[config.mk]
export PLATFORM = sky130hd
export DESIGN_NAME = tri_wave
export DESIGN_NICKNAME = d
export VERILOG_FILES = /design/src/rtl/tri_wave.sv
export SDC_FILE = /design/constraint.sdc
export NUM_CORES = 1
export LEC_CHECK = 0
export CORE_AREA = 2 2 39 41
export CTS_CLUSTER_DIAMETER = 200
export DETAILED_ROUTE_END_ITERATION = 12
export DIE_AREA = 0 0 41 43
export DONT_BUFFER_PORTS = 1
export PLACE_DENSITY_LB_ADDON = 0.08
export SLEW_MARGIN = 10
export SYNTH_ARGS = -nofsm -noshare
export SYNTH_HDL_FRONTEND = slang
export SYNTH_SLANG_ARGS = --single-unit
[constraint.sdc]
create_clock -name i_clk -period 0.8 [get_ports i_clk]
set_input_delay 0.16 -clock i_clk [delete_from_list [all_inputs] [get_ports i_clk]]
set_output_delay 0.16 -clock i_clk [all_outputs]
set_load 0.05 [all_outputs]
[src/rtl/tri_wave.sv]
// Registered triangle-wave lookup: maps a 16-bit phase address to a triangle
// sample with one cycle of latency. Pure arithmetic, no internal phase state.
module tri_wave #(
  parameter int SIGNED_OUT = 0,
  parameter int AMP_SHIFT  = 0
) (
  input  logic        i_clk,
  input  logic        i_rst_n,
  input  logic [15:0] i_addr,
  output logic [15:0] o_data
);

  // No handshake: an address is accepted every cycle and its sample appears
  // on o_data after the next rising edge, independent of earlier addresses.

  logic [15:0] w_u;
  logic [15:0] w_s;
  logic [15:0] w_o;
  logic [15:0] r_data;

  // Falling half mirrors the rising half so peak and trough each hold for two
  // addresses and the 0xFFFF -> 0x0000 wrap is seamless.
  always_comb begin
    w_u = '0;
    if (i_addr[15]) begin
      w_u = {~i_addr[14:0], 1'b0};
    end else begin
      w_u = {i_addr[14:0], 1'b0};
    end
  end

  always_comb begin
    w_s = w_u;
    w_o = '0;
    if (SIGNED_OUT != 0) begin
      w_s = {~w_u[15], w_u[14:0]};
      w_o = $signed(w_s) >>> AMP_SHIFT;
    end else begin
      w_o = w_s >> AMP_SHIFT;
    end
  end

  always_ff @(posedge i_clk or negedge i_rst_n) begin
    if (!i_rst_n) begin
      r_data <= '0;
    end else begin
      r_data <= w_o;
    end
  end

  assign o_data = r_data;

endmodule

After elaboration in Yosys (flattened, before gate mapping)
Index checks and enable logic that the tools add are counted.

word-level totals
  flip-flop bits (word level) = 16
  input port bits = 18
  logic and storage cells = 3

cells by class
  mux-type cells = 1
  bitwise gates (word level) = 1

operators with widths
  cell          number
  $mux W16      1
  $not A15 Y15  1

Logic depth before layout (Yosys ltp)
Gate-level depths: netlist of run 1.

  depth in word-level cells = 2
  mapped depth = 3
  mapped depth without buffers = 1

Least setup slack after synthesis of run 1
Ideal clock, no wire load.

  path kind = flip-flop to output port
  start point = reg r_data[10], in the netlist o_data[10]
  end point = out o_data[10]
  arrival = 0.586 ns
  data required time = 0.640 ns
  path slack = 0.054 ns
  cell stages (with the launch flop) = 1
  cell sequence = dfrtp_1

RTL lines
  what                      line  RTL
  start: declaration        19    logic [15:0] r_data;
  start signal: assignment  47    r_data <= w_o;
  end: declaration          10    output logic [15:0] o_data

No word-level cell between the ends.

Worst setup path in the final report of run 1
  start point = reg r_data[5], in the netlist o_data[5]
  end point = out o_data[5]

No word-level cell between the ends.

==> results of run 1 <==
how the worst max path moves through the flow:
stage | start | endpoint | depth (start not counted)
3_3_place_gp | o_data[10] | o_data[10] | 1
2_1_floorplan | o_data[10] | o_data[10] | 0
3_5_place_dp | o_data[2] | o_data[2] | 1
6_report | o_data[5] | o_data[5] | 1
5_1_grt | o_data[2] | o_data[2] | 1
4_1_cts | o_data[2] | o_data[2] | 1
metrics by stage:
stage	TNS, ns	hold slack [ns]	worst slack (ns)	std cells	instance area (µm²)
3_5_place_dp	0	-0.135	0.0953	62	831
2_1_floorplan	0	-0.136	0.0541	34	549
3_3_place_gp	0	-0.135	0.107	62	831
5_1_grt	-3.58	-0.0716	-0.256	82	1020
6_report	-3.05	-0.0501	-0.224	82	1020
4_1_cts	-3.25	-0.0582	-0.233	82	1020
kinds of logic (layout without fill, tap and decap cells):
logic type	count (synthesis)	count (layout)	share of synthesized area [%]
XOR/XNOR	15	15	23.9
buffers and inverters	3	35	7.06
flip-flops	15	15	68.3
other	1	1	0.683
layout make-up:
type                    instances  area, µm²  share of cell area (%)
multi-input cells              16        135                    13.2
well taps                      16       20.0                    1.96
repair buffers                 31        463                    45.2
flip-flops and latches         15        375                    36.7
clock buffers                   3       22.5                    2.20
clock inverters                 1       7.51                   0.733
cells in the final DEF (no fill, tap or decap), drive strengths merged:
cell type / instances
buf: 15
clkbuf: 3
clkinvlp: 1
conb: 1
dfrtp: 15
dlygate4sd3: 15
dlymetal6s4s: 1
xor2: 15
routing by layer:
layer / GRT usage, % / routed length (µm) / part of all wire [%]
met1: 14.0 / 292 / 30
met2: 23.8 / 613 / 64
met3: 3.14 / 58 / 6.0
met4: 8.00 / 0 / 0
met5: 0 / 0 / 0
repair_timing:
item / CTS / global route
endpoints found under the hold margin: 30 / 24
resized for setup: 0 / 1
endpoints found under the setup margin: 15 / 30
power groups by stage:
stage / Clock (µW) / Sequential [µW] / Combinational [µW]
2_1_floorplan: 0 / 1150 / 87.2
3_3_place_gp: 0 / 916 / 667
3_5_place_dp: 0 / 917 / 668
4_1_cts: 453 / 902 / 754
5_1_grt: 499 / 906 / 781
6_report: 432 / 901 / 750
==> flow_metrics.env, run 1 <==
export IMPL_cts_buffers=3
export IMPL_hp_class="in2async"
export IMPL_slew_viol_final=0
export IMPL_rsz0062_at_grt="yes"
export IMPL_path_max_fanout=1
export IMPL_io_pin_count=34
export IMPL_grt_antenna_before_repair=0
export IMPL_synthTopCellsByCount="dfrtp_1, xor2_1"
export IMPL_end_kind="primary output"
export IMPL_combPwrFrac_pct=36.0
export IMPL_final_util_pct=74.0
export IMPL_finalPower_uw=2080
export IMPL_vias=351
export IMPL_wl_per_cell_um=11.8
export IMPL_ctsHoldBuffers=16
export IMPL_syn_inst=34
export IMPL_drc=0
export IMPL_syn_area_per_cell_um2=16.2
export IMPL_post_cts_buffers=0
export IMPL_swShare_pct=32.6
export IMPL_synth_top_area_share_pct=68.3
export IMPL_worstMarginPinSlew_ns=0.644
export IMPL_start_util_pct=39.7
export IMPL_drt_vias_per_instance=4.28
export IMPL_cts_buffer_depth=2
export IMPL_grt_max_degree=16
export IMPL_crit_family="flip-flops"
export IMPL_async_reset_ff_share_pct=100
export IMPL_period_minus_slack_ns=1.02
export IMPL_numPortBuffers=0
export IMPL_start_kind="flop"
export IMPL_yosysUniqueCellTypes=6
export IMPL_hold_viol=29
export IMPL_n_antenna_cell=0
export IMPL_largest_reg_flops=15
export IMPL_dieHeight_um=43
export IMPL_power_frac_seq_pct=43.2
export IMPL_ys_top_cells_by_area="dfrtp_1, xor2_1, buf_12"
export IMPL_synth_top_cell_by_area="dfrtp_1"
export IMPL_synth_edf_count=0
export IMPL_grt_total_usage_pct=13.8
export IMPL_status="complete, but fails checks"
export IMPL_ys_seq_area_share_pct=68.3
export IMPL_dieArea_um2=1760
export IMPL_dr_pass1_iters=1
export IMPL_slowest_delay_ns=0.42
export IMPL_synth_area_um2=549
export IMPL_row_count=14
export IMPL_drv_cap=0
export IMPL_setup_viol=15
export IMPL_fp_coreArea_um2=1380
export IMPL_antenna_left=0
export IMPL_cts_tree="built"
export IMPL_first_global_vias=399
export IMPL_yosysWarnings=0
export IMPL_pwr_density_cell_nw_per_um2=2040
export IMPL_cts_clk_slew_worst_paths_ns=0.10
export IMPL_p_clk_share_pct=20.8
export IMPL_drive_above_1_share_pct=28.8
export IMPL_clockRootBuffer="clkbuf_4"
export IMPL_gp_congestion=0.562
export IMPL_p_leak_uw=0.000473
export IMPL_routed_wl_um=964
export IMPL_drtIter0Drc=0
export IMPL_vdd_ir_drop_max_mv=1.09
export IMPL_setup_slack_ns=-0.224
export IMPL_cts_sinks=15
export IMPL_htreeDepth=1
export IMPL_synth_nets=52
export IMPL_overflow=0
export IMPL_violations="hold timing, setup timing"
export IMPL_netSwitchingPower_uw=679
export IMPL_whs_ns=-0.0501
export IMPL_internal_power_uw=1400
export IMPL_die_w_um=41
export IMPL_synth_ff_type="dfrtp_1"
export IMPL_worst_path_buf_inv=1
export IMPL_cp_slowest_cell="dfrtp_1"
export IMPL_fillers=86
export IMPL_ys_ff_latch=15
export IMPL_required_ns=0.64
export IMPL_syn_to_final_growth_pct=86.3
export IMPL_path_class="reg2out"
export IMPL_post_route_period_util_pct=128
export IMPL_arrival_ns=0.86
export IMPL_layout_nets=85
export IMPL_grt_pass1_wl_mm=1.55
export IMPL_fmax_mhz=976
export IMPL_crit_chain="buf_12"
export IMPL_max_slew_margin_pct=57.1
(Power assumes the default switching activity.)
==> inputs of run 2 (changes only) <==
--- a/config.mk
+++ b/config.mk
@@ -11,6 +11,7 @@
 export DIE_AREA = 0 0 41 43
 export DONT_BUFFER_PORTS = 1
 export PLACE_DENSITY_LB_ADDON = 0.08
+export SETUP_SLACK_MARGIN = 0.2
 export SLEW_MARGIN = 10
 export SYNTH_ARGS = -nofsm -noshare
 export SYNTH_HDL_FRONTEND = slang
==> constraint.sdc (replaced) <==
create_clock -name i_clk -period 1.2 [get_ports i_clk]
set_input_delay 0.24 -clock i_clk [delete_from_list [all_inputs] [get_ports i_clk]]
set_output_delay 0.24 -clock i_clk [all_outputs]
set_load 0.05 [all_outputs]
==> flow_metrics.env, run 2 (synthesized netlist as in run 1, its figures left out) <==
export IMPL_period_minus_slack_ns=1.04
export IMPL_first_global_vias=241
export IMPL_n_antenna_cell=0
export IMPL_path_max_fanout=1
export IMPL_pwr_density_cell_nw_per_um2=1860
export IMPL_hp_start="i_addr[14]"
export IMPL_required_ns=0.96
export IMPL_final_cell_mix="xor2_1, dfrtp_2, clkbuf_4"
export IMPL_drt_vias_per_instance=4.44
export IMPL_cts_buffer_depth=2
export IMPL_grt_antenna_before_repair=0
export IMPL_cts_sinks=15
export IMPL_max_slew_margin_pct=57.5
export IMPL_hold_end="o_data[15]"
export IMPL_fillers=135
export IMPL_row_count=14
export IMPL_overflow=0
export IMPL_fmax_mhz=963
export IMPL_dr_pass1_iters=2
export IMPL_fp_coreArea_um2=1380
export IMPL_grt_max_degree=16
export IMPL_end_kind="primary output"
export IMPL_hold_viol=0
export IMPL_start_util_pct=39.7
export IMPL_die_w_um=41
export IMPL_p_leak_uw=0.000258
export IMPL_setup_tns_final_ns=0
export IMPL_vias=231
export IMPL_path_class="reg2out"
export IMPL_drc=0
export IMPL_clockRootBuffer="clkbuf_4"
export IMPL_status="completed"
export IMPL_hp_class="in2reg"
export IMPL_grt_total_usage_pct=9.49
export IMPL_drtIter0Drc=1
export IMPL_htreeDepth=1
export IMPL_drive_above_1_share_pct=52.8
export IMPL_post_route_period_util_pct=86.6
export IMPL_cts_clk_slew_worst_paths_ns=0.09
export IMPL_wl_per_cell_um=14.4
export IMPL_dieHeight_um=43
export IMPL_numPortBuffers=0
export IMPL_setup_viol=0
export IMPL_antenna_left=0
export IMPL_rsz0062_at_grt="yes"
export IMPL_holdPathStages=1
export IMPL_start_kind="flop"
export IMPL_whs_ns=0.0321
export IMPL_drv_cap=0
export IMPL_layout_nets=55
export IMPL_syn_to_final_growth_pct=7.29
export IMPL_cts_buffers=3
export IMPL_io_pin_count=34
export IMPL_routed_wl_um=747
export IMPL_dieArea_um2=1760
export IMPL_arrival_ns=0.80
export IMPL_slew_viol_final=0
export IMPL_cts_tree="built"
export IMPL_vdd_ir_drop_max_mv=0.726
export IMPL_largest_reg_flops=15
export IMPL_grt_pass1_wl_mm=1.05
export IMPL_post_cts_buffers=0
export IMPL_worstMarginPinSlew_ns=0.637
export IMPL_gp_congestion=0.522
## run 2: final cells by class
type	instances	area [µm²]	share of cell area, %
Clock inverter	1	5.00	0.849
Multi-Input combinational cell	16	135	22.9
Sequential cell	15	394	66.9
Tap cell	16	20.0	3.40
Clock buffer	3	22.5	3.82
Timing Repair Buffer	1	12.5	2.12
## run 2: worst max path at each step
| stage | slack (ns) | endpoint | cells past startpoint | from |
|---|---|---|---|---|
| global placement | 0.36 | o_data[14] | 0 | o_data[14] |
| finish | 0.16 | o_data[15] | 0 | o_data[15] |
| global route | 0.12 | o_data[6] | 0 | o_data[6] |
| floorplan | 0.37 | o_data[10] | 0 | o_data[10] |
| detailed placement | 0.35 | o_data[1] | 0 | o_data[1] |
| CTS | 0.15 | o_data[15] | 0 | o_data[15] |
## run 2: layer usage
layer | wire length, µm | part of all wire (%) | GRT usage (%)
met5 | 0 | 0 | 0
met4 | 0 | 0 | 6.00
met3 | 69 | 9.2 | 3.14
met2 | 462 | 62 | 15.0
met1 | 215 | 29 | 10.2
## run 2: power breakdown
group	internal [µW]	total [µW]	leakage, µW	switching, µW
Sequential	566	774	0.000160	209
Combinational	23.6	51.7	0.0000805	28.1
Clock	123	273	0.0000177	149
Total	712	1100	0.000258	386
## run 2: repair_timing
item | 4_1_cts | 5_1_grt
endpoints found under the setup margin | 15 | 30
gates resized for setup | 15 | 1
hold buffers | 1 | 0
hold endpoints to repair | 15 | 0
cloned | 0 | 0
## run 2: stage by stage
step                      total power (µW)  setup WS, ns  cell area, µm²  util, %  instances
after detailed placement               816         0.353             531     38.3         47
after floorplan                        825         0.374             549        -         34
after global routing                  1160         0.123             589     42.6         52
final                                 1100         0.161             589     42.6         52
after global placement                 811         0.358             531     38.3         47
after CTS                             1110         0.149             587     42.4         52
==> inputs of run 3 (changes only) <==
--- a/config.mk
+++ b/config.mk
@@ -12,6 +12,7 @@
 export DONT_BUFFER_PORTS = 1
 export PLACE_DENSITY_LB_ADDON = 0.08
 export SETUP_SLACK_MARGIN = 0.2
+export SKIP_CTS_REPAIR_TIMING = 1
 export SLEW_MARGIN = 10
 export SYNTH_ARGS = -nofsm -noshare
 export SYNTH_HDL_FRONTEND = slang
==> flow_metrics.env, run 3 (synthesized netlist as in run 1, its figures left out) <==
export IMPL_status="completed"
export IMPL_critical_path_cell_count=0
export IMPL_start_kind="flop"
export IMPL_grt_pass1_wl_mm=1.03
export IMPL_setup_tns_final_ns=0
export IMPL_n_antenna_cell=0
export IMPL_cts_buffers=3
export IMPL_dr_pass1_iters=2
export IMPL_first_global_vias=233
export IMPL_dieHeight_um=43
export IMPL_end_kind="primary output"
export IMPL_holdPathStages=1
export IMPL_stdcell_count=52
export IMPL_gp_congestion=0.522
export IMPL_die_w_um=41
export IMPL_vias=229
export IMPL_dp_cells=47
export IMPL_fmax_mhz=963
export IMPL_drt_vias_per_instance=4.40
export IMPL_slew_viol_final=0
export IMPL_numPortBuffers=0
export IMPL_hp_class="in2reg"
export IMPL_cts_sinks=15
export IMPL_largest_reg_flops=15
export IMPL_max_slew_margin_pct=57.5
export IMPL_syn_to_final_growth_pct=6.83
export IMPL_grt_total_usage_pct=9.38
export IMPL_fp_coreArea_um2=1380
export IMPL_drive_above_1_share_pct=52.8
export IMPL_layout_nets=55
export IMPL_rsz0062_at_grt="yes"
export IMPL_worstMarginPinSlew_ns=0.635
export IMPL_cts_buffer_depth=2
export IMPL_hold_viol=0
export IMPL_grt_max_degree=16
export IMPL_setup_slack_ns=0.161
export IMPL_final_cell_mix="xor2_1, dfrtp_2, clkbuf_4"
export IMPL_wl_per_cell_um=14.4
export IMPL_routed_wl_um=748
export IMPL_p_leak_uw=0.000249
export IMPL_drv_cap=0
export IMPL_path_max_fanout=1
export IMPL_path_class="reg2out"
export IMPL_grt_antenna_before_repair=0
export IMPL_pwr_density_cell_nw_per_um2=1870
export IMPL_cts_tree="built"
export IMPL_io_pin_count=34
export IMPL_dieArea_um2=1760
export IMPL_drtIter0Drc=1
export IMPL_vdd_ir_drop_max_mv=0.726
export IMPL_setup_viol=0
export IMPL_finalPower_uw=1100
export IMPL_period_minus_slack_ns=1.04
export IMPL_antenna_left=0
export IMPL_htreeDepth=1
export IMPL_start_util_pct=39.7
export IMPL_cts_clk_slew_worst_paths_ns=0.09
export IMPL_overflow=0
export IMPL_dp_slack_ns=0.353
export IMPL_clockRootBuffer="clkbuf_4"
export IMPL_row_count=14
export IMPL_arrival_ns=0.80
export IMPL_drc=0
export IMPL_post_route_period_util_pct=86.6
export IMPL_required_ns=0.96
## run 3: cell count changes in the layout (fill, tap and decap cells not counted), sizes merged
cell	change
dlygate4sd3	+1
dlymetal6s4s	-1
## run 3: layout make-up
class,instances,area [µm²]
clock buffer,3,22.5
clock inverter,1,5.00
fill,136,797
multi-input combinational,16,135
sequential,15,394
tap,16,20.0
timing repair buffer,1,10.0
## run 3: path summary, 6_finish.rpt
kind / to / start
max: o_data[15] / o_data[15]
min: o_data[15] / i_addr[14]
max in group asynchronous: o_data[1] / i_rst_n
min in group asynchronous: o_data[6] / i_rst_n
## run 3: per-stage QoR
stage,utilization [%],instance area (µm²),hold slack (ns)
finish,42.4,587,0.0321
global route,42.4,587,0.00377
CTS,40.3,558,-0.363
detailed placement,38.3,531,-0.0553
global placement,38.3,531,-0.0553
floorplan,-,549,-0.0556
## run 3: metal layers
layer	GRT usage, %	wire [µm]	vias to the layer above
li1	-	-	101
met1	10.8	218	112
met2	14.1	460	16
met3	3.14	68	0
met4	6.00	0	0
met5	0	0	-
## run 3: power breakdown
group          switching [µW]  internal (µW)  total (µW)
Combinational            28.1           23.1        51.2
Sequential                209            566         774
Clock                     149            123         273
Total                     386            712        1100
